### src/rtl/mux_pkg.sv
// -----------------------------------------------------------------------------
// mux_pkg
//   Shared types and helpers for the mux_arb arbitrated multiplexer.
//   - mux_mode_t : channel selection policy (FIXED select or round-robin).
//   - chan_slice : extracts channel i from a flattened C*N bus.
//   - next_ptr   : round-robin pointer successor with wrap at C-1.
//   The slice helper works on buses up to MAX_C channels of MAX_N bits each.
// -----------------------------------------------------------------------------
package mux_pkg;

  typedef enum logic {
    MODE_FIXED = 1'b0,
    MODE_RR    = 1'b1
  } mux_mode_t;

  localparam int MAX_C     = 32;
  localparam int MAX_N     = 256;
  localparam int MAX_BUS_W = MAX_C * MAX_N;

  // Returns bits [idx*width +: width] of bus, zero-extended to MAX_N bits.
  // Called with constant idx/width, it reduces to plain wiring.
  function automatic logic [MAX_N-1:0] chan_slice(
    input logic [MAX_BUS_W-1:0] bus,
    input int                   idx,
    input int                   width
  );
    logic [MAX_N-1:0] word;
    word = '0;
    for (int b = 0; b < MAX_N; b++) begin
      if (b < width) word[b] = bus[idx*width + b];
    end
    return word;
  endfunction

  // Round-robin successor: the channel after g, wrapping to 0 after c-1.
  function automatic int next_ptr(input int g, input int c);
    return (g == c - 1) ? 0 : g + 1;
  endfunction

endpackage

### src/rtl/mux_arb_rr_pick.sv
// -----------------------------------------------------------------------------
// rr_pick
//   Purely combinational round-robin picker. Grants the first requesting
//   channel found when searching ptr, ptr+1, ..., C-1, 0, ..., ptr-1.
//
//   Ports:
//     req       in  C      per-channel request
//     ptr       in  SEL_W  search start index (values >= C behave as 0)
//     gnt_valid out 1      at least one request is present
//     gnt_idx   out SEL_W  granted channel index (0 when gnt_valid=0)
//
//   Method: the request vector is doubled ({req, req}) and shifted right by
//   ptr, so bit j of the low C bits is req[(ptr+j) mod C]. A lowest-bit
//   priority encoder finds the offset j, and ptr+j is folded back below C
//   by subtracting C, which keeps the wrap correct when C is not a power of 2.
// -----------------------------------------------------------------------------
module rr_pick #(
  parameter  int C     = 8,
  localparam int SEL_W = $clog2(C)
) (
  input  logic [C-1:0]     req,
  input  logic [SEL_W-1:0] ptr,
  output logic             gnt_valid,
  output logic [SEL_W-1:0] gnt_idx
);

  logic [SEL_W-1:0] ptr_eff;
  logic [C-1:0]     rot_req;
  logic [SEL_W-1:0] offset;
  logic [SEL_W:0]   sum;

  // NOTE: every variable driven here gets a default before any condition so
  // no path leaves it unassigned; otherwise synthesis would infer a latch.
  always_comb begin
    gnt_valid = 1'b0;
    offset    = '0;
    gnt_idx   = '0;

    ptr_eff = (int'(ptr) < C) ? ptr : '0;
    rot_req = C'({req, req} >> ptr_eff);

    // Scan downwards so the lowest set bit (nearest to ptr) wins.
    for (int j = C - 1; j >= 0; j--) begin
      if (rot_req[j]) begin
        gnt_valid = 1'b1;
        offset    = SEL_W'(j);
      end
    end

    sum = {1'b0, ptr_eff} + {1'b0, offset};
    if (int'(sum) >= C) gnt_idx = SEL_W'(int'(sum) - C);
    else                gnt_idx = sum[SEL_W-1:0];
  end

endmodule

### src/rtl/mux_arb.sv
// -----------------------------------------------------------------------------
// mux_arb
//   Registered C-channel arbitrated multiplexer. Each input channel is a
//   valid/ready stream; one channel is granted per transfer and its word is
//   captured in a single output register stage. Either the switch input
//   selects the channel (FIXED) or a round-robin arbiter picks among the
//   valid channels (RR). With out_ready held high one word per cycle flows.
//
//   Parameters:
//     N      data width per channel (<= 256)
//     C      channel count, 2..32, any value
//     SEL_W  derived index width, $clog2(C)
//
//   Ports:
//     clk        in  1      rising-edge clock
//     rst        in  1      synchronous reset, active low
//     mode       in  1      0 = FIXED, 1 = RR
//     switch     in  SEL_W  channel select in FIXED mode (>= C never grants)
//     in_data    in  C*N    flattened inputs, channel i at [i*N +: N]
//     in_valid   in  C      per-channel valid
//     in_ready   out C      per-channel ready, combinational, one-hot or zero
//     out_data   out N      registered selected word
//     out_valid  out 1      out_data holds an unconsumed word
//     out_ready  in  1      consumer accepts when out_valid & out_ready
//     out_sel    out SEL_W  channel that produced out_data
// -----------------------------------------------------------------------------
module mux_arb
  import mux_pkg::*;
#(
  parameter  int N     = 8,
  parameter  int C     = 8,
  localparam int SEL_W = $clog2(C)
) (
  input  logic             clk,
  input  logic             rst,
  input  logic             mode,
  input  logic [SEL_W-1:0] switch,
  input  logic [C*N-1:0]   in_data,
  input  logic [C-1:0]     in_valid,
  output logic [C-1:0]     in_ready,
  output logic [N-1:0]     out_data,
  output logic             out_valid,
  input  logic             out_ready,
  output logic [SEL_W-1:0] out_sel
);

  // Index space of a SEL_W-bit field; entries at or above C are padding.
  localparam int SEL_SPAN = 1 << SEL_W;

  mux_mode_t            mode_e;
  logic                 can_load;
  logic                 load;
  logic [SEL_SPAN-1:0]  valid_pad;
  logic                 fix_valid;
  logic                 rr_valid;
  logic [SEL_W-1:0]     rr_idx;
  logic                 gnt_valid;
  logic [SEL_W-1:0]     gnt_idx;
  logic [SEL_W-1:0]     ptr;
  logic [N-1:0]         chan [SEL_SPAN];

  assign mode_e = mux_mode_t'(mode);

  // The output register can take a new word when it is empty or its current
  // word leaves this cycle; drain and load in the same edge lose nothing.
  assign can_load = ~out_valid | out_ready;

  // Channel words as an array; padding entries read as zero so any index
  // value is safe to look up.
  for (genvar i = 0; i < SEL_SPAN; i++) begin : g_chan
    if (i < C) begin : g_real
      assign chan[i] = N'(chan_slice(MAX_BUS_W'(in_data), i, N));
    end else begin : g_pad
      assign chan[i] = '0;
    end
  end

  // FIXED path: zero-padded valids make switch >= C fall on a 0 bit, so an
  // out-of-range select never grants.
  assign valid_pad = SEL_SPAN'(in_valid);
  assign fix_valid = valid_pad[switch];

  rr_pick #(
    .C (C)
  ) u_rr_pick (
    .req       (in_valid),
    .ptr       (ptr),
    .gnt_valid (rr_valid),
    .gnt_idx   (rr_idx)
  );

  always_comb begin
    gnt_valid = 1'b0;
    gnt_idx   = '0;
    unique case (mode_e)
      MODE_FIXED: begin
        gnt_valid = fix_valid;
        gnt_idx   = switch;
      end
      MODE_RR: begin
        gnt_valid = rr_valid;
        gnt_idx   = rr_idx;
      end
      default: ;
    endcase
  end

  // A granted channel always has in_valid set, so load equals the handshake.
  assign load = rst & can_load & gnt_valid;

  always_comb begin
    in_ready = '0;
    for (int i = 0; i < C; i++) begin
      in_ready[i] = load && (gnt_idx == SEL_W'(i));
    end
  end

  // NOTE: state is updated with non-blocking assignments so every register
  // samples the pre-edge values, independent of statement order.
  always_ff @(posedge clk) begin
    if (!rst) begin
      out_valid <= 1'b0;
      out_data  <= '0;
      out_sel   <= '0;
      ptr       <= '0;
    end else if (load) begin
      out_data  <= chan[gnt_idx];
      out_sel   <= gnt_idx;
      out_valid <= 1'b1;
      // The pointer only moves on RR grants, so it survives FIXED periods.
      if (mode_e == MODE_RR) begin
        ptr <= SEL_W'(next_ptr(int'(gnt_idx), C));
      end
    end else if (out_ready) begin
      // Nothing to load: the held word (if any) drains; data/sel keep their
      // last value, only valid drops.
      out_valid <= 1'b0;
    end
  end

endmodule

### config.mk
export PLATFORM = sky130hd
export DESIGN_NAME = mux_arb
export DESIGN_NICKNAME = d
export VERILOG_FILES = /design/src/rtl/mux_pkg.sv /design/src/rtl/mux_arb_rr_pick.sv /design/src/rtl/mux_arb.sv
export SDC_FILE = /design/constraint.sdc
export NUM_CORES = 1
export LEC_CHECK = 0
export ABC_CLOCK_PERIOD_IN_PS = 6200
export CORE_MARGIN = 2
export CORE_UTILIZATION = 40
export CTS_CLUSTER_DIAMETER = 50
export DETAILED_ROUTE_END_ITERATION = 7
export PLACE_DENSITY = 0.81
export SLEW_MARGIN = 20
export SYNTH_ARGS = -nofsm -noshare
export SYNTH_HDL_FRONTEND = slang
export SYNTH_SLANG_ARGS = --single-unit
### constraint.sdc
create_clock -name clk -period 6.2 [get_ports clk]
set_clock_uncertainty 0.1 [all_clocks]
set_input_delay 1.24 -clock clk [delete_from_list [all_inputs] [get_ports clk]]
set_output_delay 1.24 -clock clk [all_outputs]
set_load 0.05 [all_outputs]
Word-level counts from Yosys, hierarchy flattened

Cells that the tools add are included.

Add/sub/neg operators: 3
$lt $le $gt $ge: 3
Eq/ne operators: 8
Shifts and indexed selects: 1
Mux-type cells: 27
Bitwise logic cells: 6
Reduce and logical (&&, ||, !) cells: 11

Operators by type and width:

| operator              | count |
|---|---|
| $mux W3               | 10 |
| $bmux W8 S3           | 1 |
| $mux W8               | 2 |
| $shr A16 B3 Y8        | 1 |
| $eq A3 B3 Y1 const B  | 4 |
| $mux W1               | 11 |
| $ge A4 B4 Y1 const B  | 2 |
| $logic_and A1 B1 Y1   | 8 |
| $eq A3 B1 Y1 const B  | 2 |
| $eq A3 B2 Y1 const B  | 2 |
| $pmux W3 S2           | 1 |
| $add A3 B3 Y4         | 1 |
| $lt A3 B4 Y1 const B  | 1 |
| $not A3 Y4            | 1 |
| $add A3 B1 Y3 const B | 1 |
| $bmux W1 S3           | 1 |
| $logic_not A3 Y1      | 1 |
| $sub A3 B1 Y3 const B | 1 |
| $and A1 B1 Y1         | 2 |
| $not A1 Y1            | 2 |
| $pmux W1 S2           | 1 |
| $reduce_and A2 Y1     | 1 |
| $reduce_bool A2 Y1    | 1 |
| $or A1 B1 Y1          | 1 |

Register bits after elaboration: 15
Input bits: 79
Word-level logic and storage cells: 63

Logic depth before layout (Yosys ltp)

Word-level depth: 17
Depth in mapped cells: 21
Depth with buffers taken out: 16

Cells and area by module

From an unflattened synthesis, not the netlist that was laid out.

Cells, all modules: 310
Area total of the unflattened synthesis: 2087.0 um^2

By module, submodules not included:

| module  | times used | cells each | area each (um^2) | seq. area each (um^2) |
|---|---|---|---|---|
| mux_arb | 1          | 207        | 1353.8           | 300.3 |
| rr_pick | 1          | 103        | 733.2            | 0.0 |

Least setup slack after synthesis

No wires, ideal clock.

Kind: in2out
From: input port in_valid[4]
To: output port in_ready[3]
Arrival time: 5.714 ns
Data required time: 4.860 ns
Setup slack: -0.854 ns
Stages on the path: 15
Buffers on the path: 3
Cells stage by stage: clkbuf_1 mux4_2 a2111oi_0 o31ai_1 nand2_1 o21ai_0 ha_1 inv_1 fa_1 mux2i_1 clkbuf_1 buf_1 ha_1 inv_1 nor3_1

Cells in the longest elaborated chain, start to end: 15
Elaborated cells on any way between the ends: 28
Those cells by class: add/sub (2); order compare (1); eq/ne (1); shift (1); mux (21); bitwise (1); reduce/logical (1)

RTL lines:

| element                                       | RTL line              | text |
|---|---|---|
| start: declaration                            | mux_arb.sv:39         | `input logic [C-1:0] in_valid,` |
| $shr A16 B3 Y8 *                              | mux_arb_rr_pick.sv:40 | `rot_req = C'({req, req} >> ptr_eff);` |
| $mux W3 (7 in series)                         | mux_arb_rr_pick.sv:44 | `if (rot_req[j]) begin` |
| $mux W3 *                                     | mux_arb_rr_pick.sv:44 |  |
| $add A3 B3 Y4 *                               | mux_arb_rr_pick.sv:50 | `sum = {1'b0, ptr_eff} + {1'b0, offset};` |
| $ge A4 B4 Y1 or $sub A3 B1 Y3 (tied branches) | mux_arb_rr_pick.sv:51 | `if (int'(sum) >= C) gnt_idx = SEL_W'(int'(sum) - C);` |
| $mux W3 *                                     | mux_arb_rr_pick.sv:51 |  |
| $pmux W3 S2 *                                 | mux_arb.sv:95         | `unique case (mode_e)` |
| net gnt_idx[1]                                | mux_arb.sv:58         | `logic [SEL_W-1:0] gnt_idx;` |
| $eq A3 B2 Y1 *                                | mux_arb.sv:114        | `in_ready[i] = load && (gnt_idx == SEL_W'(i));` |
| $logic_and A1 B1 Y1 *                         | mux_arb.sv:114        |  |
| end: declaration                              | mux_arb.sv:40         | `output logic [C-1:0] in_ready,` |

The timed path passes the listed nets; every way through them passes the cells marked *. The select of a mux whose other input is x is not followed.

Worst setup path after layout

From: input port in_valid[5]
To: output port in_ready[4]

Cells in the longest elaborated chain, start to end: 15
Elaborated cells on any way between the ends: 28
Those cells by class: add/sub (2); order compare (1); eq/ne (1); shift (1); mux (21); bitwise (1); reduce/logical (1)

RTL lines:

| element                                       | RTL line |
|---|---|
| $shr A16 B3 Y8                                | mux_arb_rr_pick.sv:40 |
| $mux W3 (8 in series)                         | mux_arb_rr_pick.sv:44 |
| $add A3 B3 Y4                                 | mux_arb_rr_pick.sv:50 |
| $ge A4 B4 Y1 or $sub A3 B1 Y3 (tied branches) | mux_arb_rr_pick.sv:51 |
| $mux W3                                       | mux_arb_rr_pick.sv:51 |
| $pmux W3 S2                                   | mux_arb.sv:95 |
| $eq A3 B3 Y1                                  | mux_arb.sv:114 |
| $logic_and A1 B1 Y1 *                         | mux_arb.sv:114 |

Every way passes the cells marked *; elsewhere a longest branch is shown, timed or not. The select of a mux whose other input is x is not followed.

==> flow_summary.yaml <==
status:
  status: "finished, final reports clean"
synthesis:
  avgSynthCellArea_um2: 7.50
  ys_async_sr_fraction_pct: 0
  synth_ff_type: "dfxtp_1"
  synth_area_um2: 2450
  yosysWarnings: 0
  synth-edff-count: 0
  synth_seq_area_share_pct: 12.2
  synth.ff_latch_count: 15
  synth_cells: 327
  synth_cell_types: 57
  syn_nets: 412
sta:
  setup_ws_ps: 171
  min_period_over_period_pct: 97.2
  drv_slew: 0
  worst_slew_pin_slew_ps: 933
  layout_min_cycle_time_ps: 6030
  grt_setup_unrepaired: "false"
  fmax_mhz: 166
  setup_viol: 0
  whs_ps: 366
  final-hold-violation-count: 0
  relSlewSlack_pct: 37.7
power_and_ir_drop:
  ir_worst_vdd_v: 0.000153
  power_frac_seq_pct: 15.9
  p_total_w: 0.00102
  clkPwrFrac_pct: 8.1
  intPower_w: 0.000500
  p_sw_share_pct: 50.8
  switching_power_w: 0.000516
  power_density_nw_per_um2: 265
  pwr-share-comb_pct: 76.0
  p_leak_nw: 1.48
detailed_routing:
  drc_errors: 0
  via_count: 2877
  vias_per_cell: 5.64
  dr_wl_met3_um: 468
  met1Wirelength_um: 3170
  met2WireLength_um: 4000
  antenna_left: 0
  first_iter_violations: 168
  routed_wl_um: 7780
  routed.top_layer: "met4"
  dr.pass1.iters: 5
  wl_per_cell_um: 15.2
die:
  die_x_um: 82.3
  core-area_um2: 5920
  rows: 28
  ios: 99
  start_util_pct: 41.4
  die_area_um2: 6770
  dieHeight_um: 82.3
finish:
  multiInputGateArea_um2: 2020
  seq_area_um2: 300
  areaGrowthSynthToFinish_pct: 56.2
  n_fill_cell: 513
  final_common_cell: "clkdlybuf4s50_1"
  layout-drive-gt1-share_pct: 20.9
  layout_common_cells: "88 x clkdlybuf4s50_1, 51 x nand2_1, 42 x buf_4"
  final_core_util_pct: 64.7
  diodes: 0
  nets: 521
worst_setup_path:
  crit_path_max_fanout: 5
  end_kind: "output port"
  setup.worst_path.start_class: "input pin"
  cp.arrival_ps: 4690
  path_class: "input pin to output port"
  cp.required_ps: 4860
clocking:
  clkTransAtPathRegs_ps: 60
  ctsHoldBuffers: 0
  h-tree-depth: 1
  clkLatencyLatePin_ps: 250
  cts-root-buf: "clkbuf_8"
  cts_buffers: 3
  clk_path_buf_depth: 2
  cts_tree: "built"
  clock_sinks: 15
placed_design:
  place_congestion: 0.842
  hpwl_um: 6060
  io_buffers: 98
  place_ws_ps: 9.89
run:
  cap_violations: 0
global_routing:
  grt_overflow: 0
  antenna_found_initial: 0
  grt_usage_pct: 22.2
  grt_max_degree: 33
  grt_pass1_wl_um: 11800
  grt_pass1_vias: 2610
worst_hold_path:
  hold_class: "register to register"
[state kept, by name (all words and copies together) (netlist names)]
| name | cells |
|---|---|
| out_sel | 3 |
| out_valid | 1 |
| ptr | 3 |
| out_data | 8 |
[logic make-up after synthesis]
group	Yosys count	share of synthesized area, %
XOR/XNOR	2	0.714
AO/OA/AOI/OAI	85	28.1
AND/OR/NAND/NOR	145	34.2
flip-flops	15	12.2
multiplexers	25	11.9
adder cells (fa/ha/maj)	6	3.37
buffers and inverters	49	9.54
[final timing paths]
kind               start          end  slack (ps)  cells after the start
max reg2reg       ptr[1]  out_data[2]        1770                     18
min reg2reg   out_sel[2]   out_sel[2]         370                      2
max          in_valid[5]  in_ready[4]         170                     17
min           out_sel[2]   out_sel[2]         370                      2
[per-stage QoR]
stage / setup TNS, ps / std cells / instance area, µm²
6_report: 0 / 510 / 3830
3_3_place_gp: 0 / 502 / 3710
2_1_floorplan: -10.5 / 327 / 2490
4_1_cts: 0 / 507 / 3760
3_5_place_dp: 0 / 502 / 3710
5_1_grt: 0 / 510 / 3830
[cells in the mapped netlist, drive strengths merged (6+ instances only)]
library cell,count,area share (%)
a211oi,21,6.4
a21oi,7,1.4
and2,10,2.6
buf,14,4.2
clkbuf,19,2.9
dfxtp,15,12
inv,15,2.3
mux2i,19,7.8
nand2,51,7.8
nand3,20,4.1
nor2,14,2.1
nor2b,6,1.5
nor3,12,2.4
nor4,9,3.9
nor4b,9,4.5
o21ai,27,5.5
o311ai,9,7.5
[worst max-delay path: stages]
cell and delay (ps):
clkdlybuf4s50_1 470, mux4_2 530, a2111oi_2 290, buf_4 170, o31ai_1 70, nand2_1 70, o21ai_1 90, ha_1 220
inv_1 70, fa_2 450, mux2i_4 220, clkinv_1 90, buf_4 160, ha_1 180, inv_1 110, nor2_1 70
buf_4 190
[metal layers]
layer,vias up,track usage (%)
li1,1428,-
met2,93,39.0
met1,1344,26.5
met3,12,4.46
met4,0,8.17
met5,-,0
[area by class of cell]
class	instances	area share (%)
clock buffers	4	1.18
inverters	16	1.57
multi-input cells	263	52.7
flip-flops and latches	15	7.84
well taps	75	2.45
repair buffers	137	34.3
[what timing repair did]
item                                    in CTS  in global routing
endpoints found under the setup margin       1                  8
buffers inserted                             1                  3
pin swaps                                    0                  4
gates resized for setup                      0                 16
[power by group through the flow]
stage,logic (W),registers [W],clock network [W]
2_1_floorplan,0.000443,0.000224,0
5_1_grt,0.000832,0.000166,0.0000893
3_3_place_gp,0.000733,0.000161,0
6_report,0.000772,0.000162,0.0000821
3_5_place_dp,0.000747,0.000162,0
4_1_cts,0.000751,0.000160,0.0000830
Note: power is estimated with default switching activity, not from simulation.
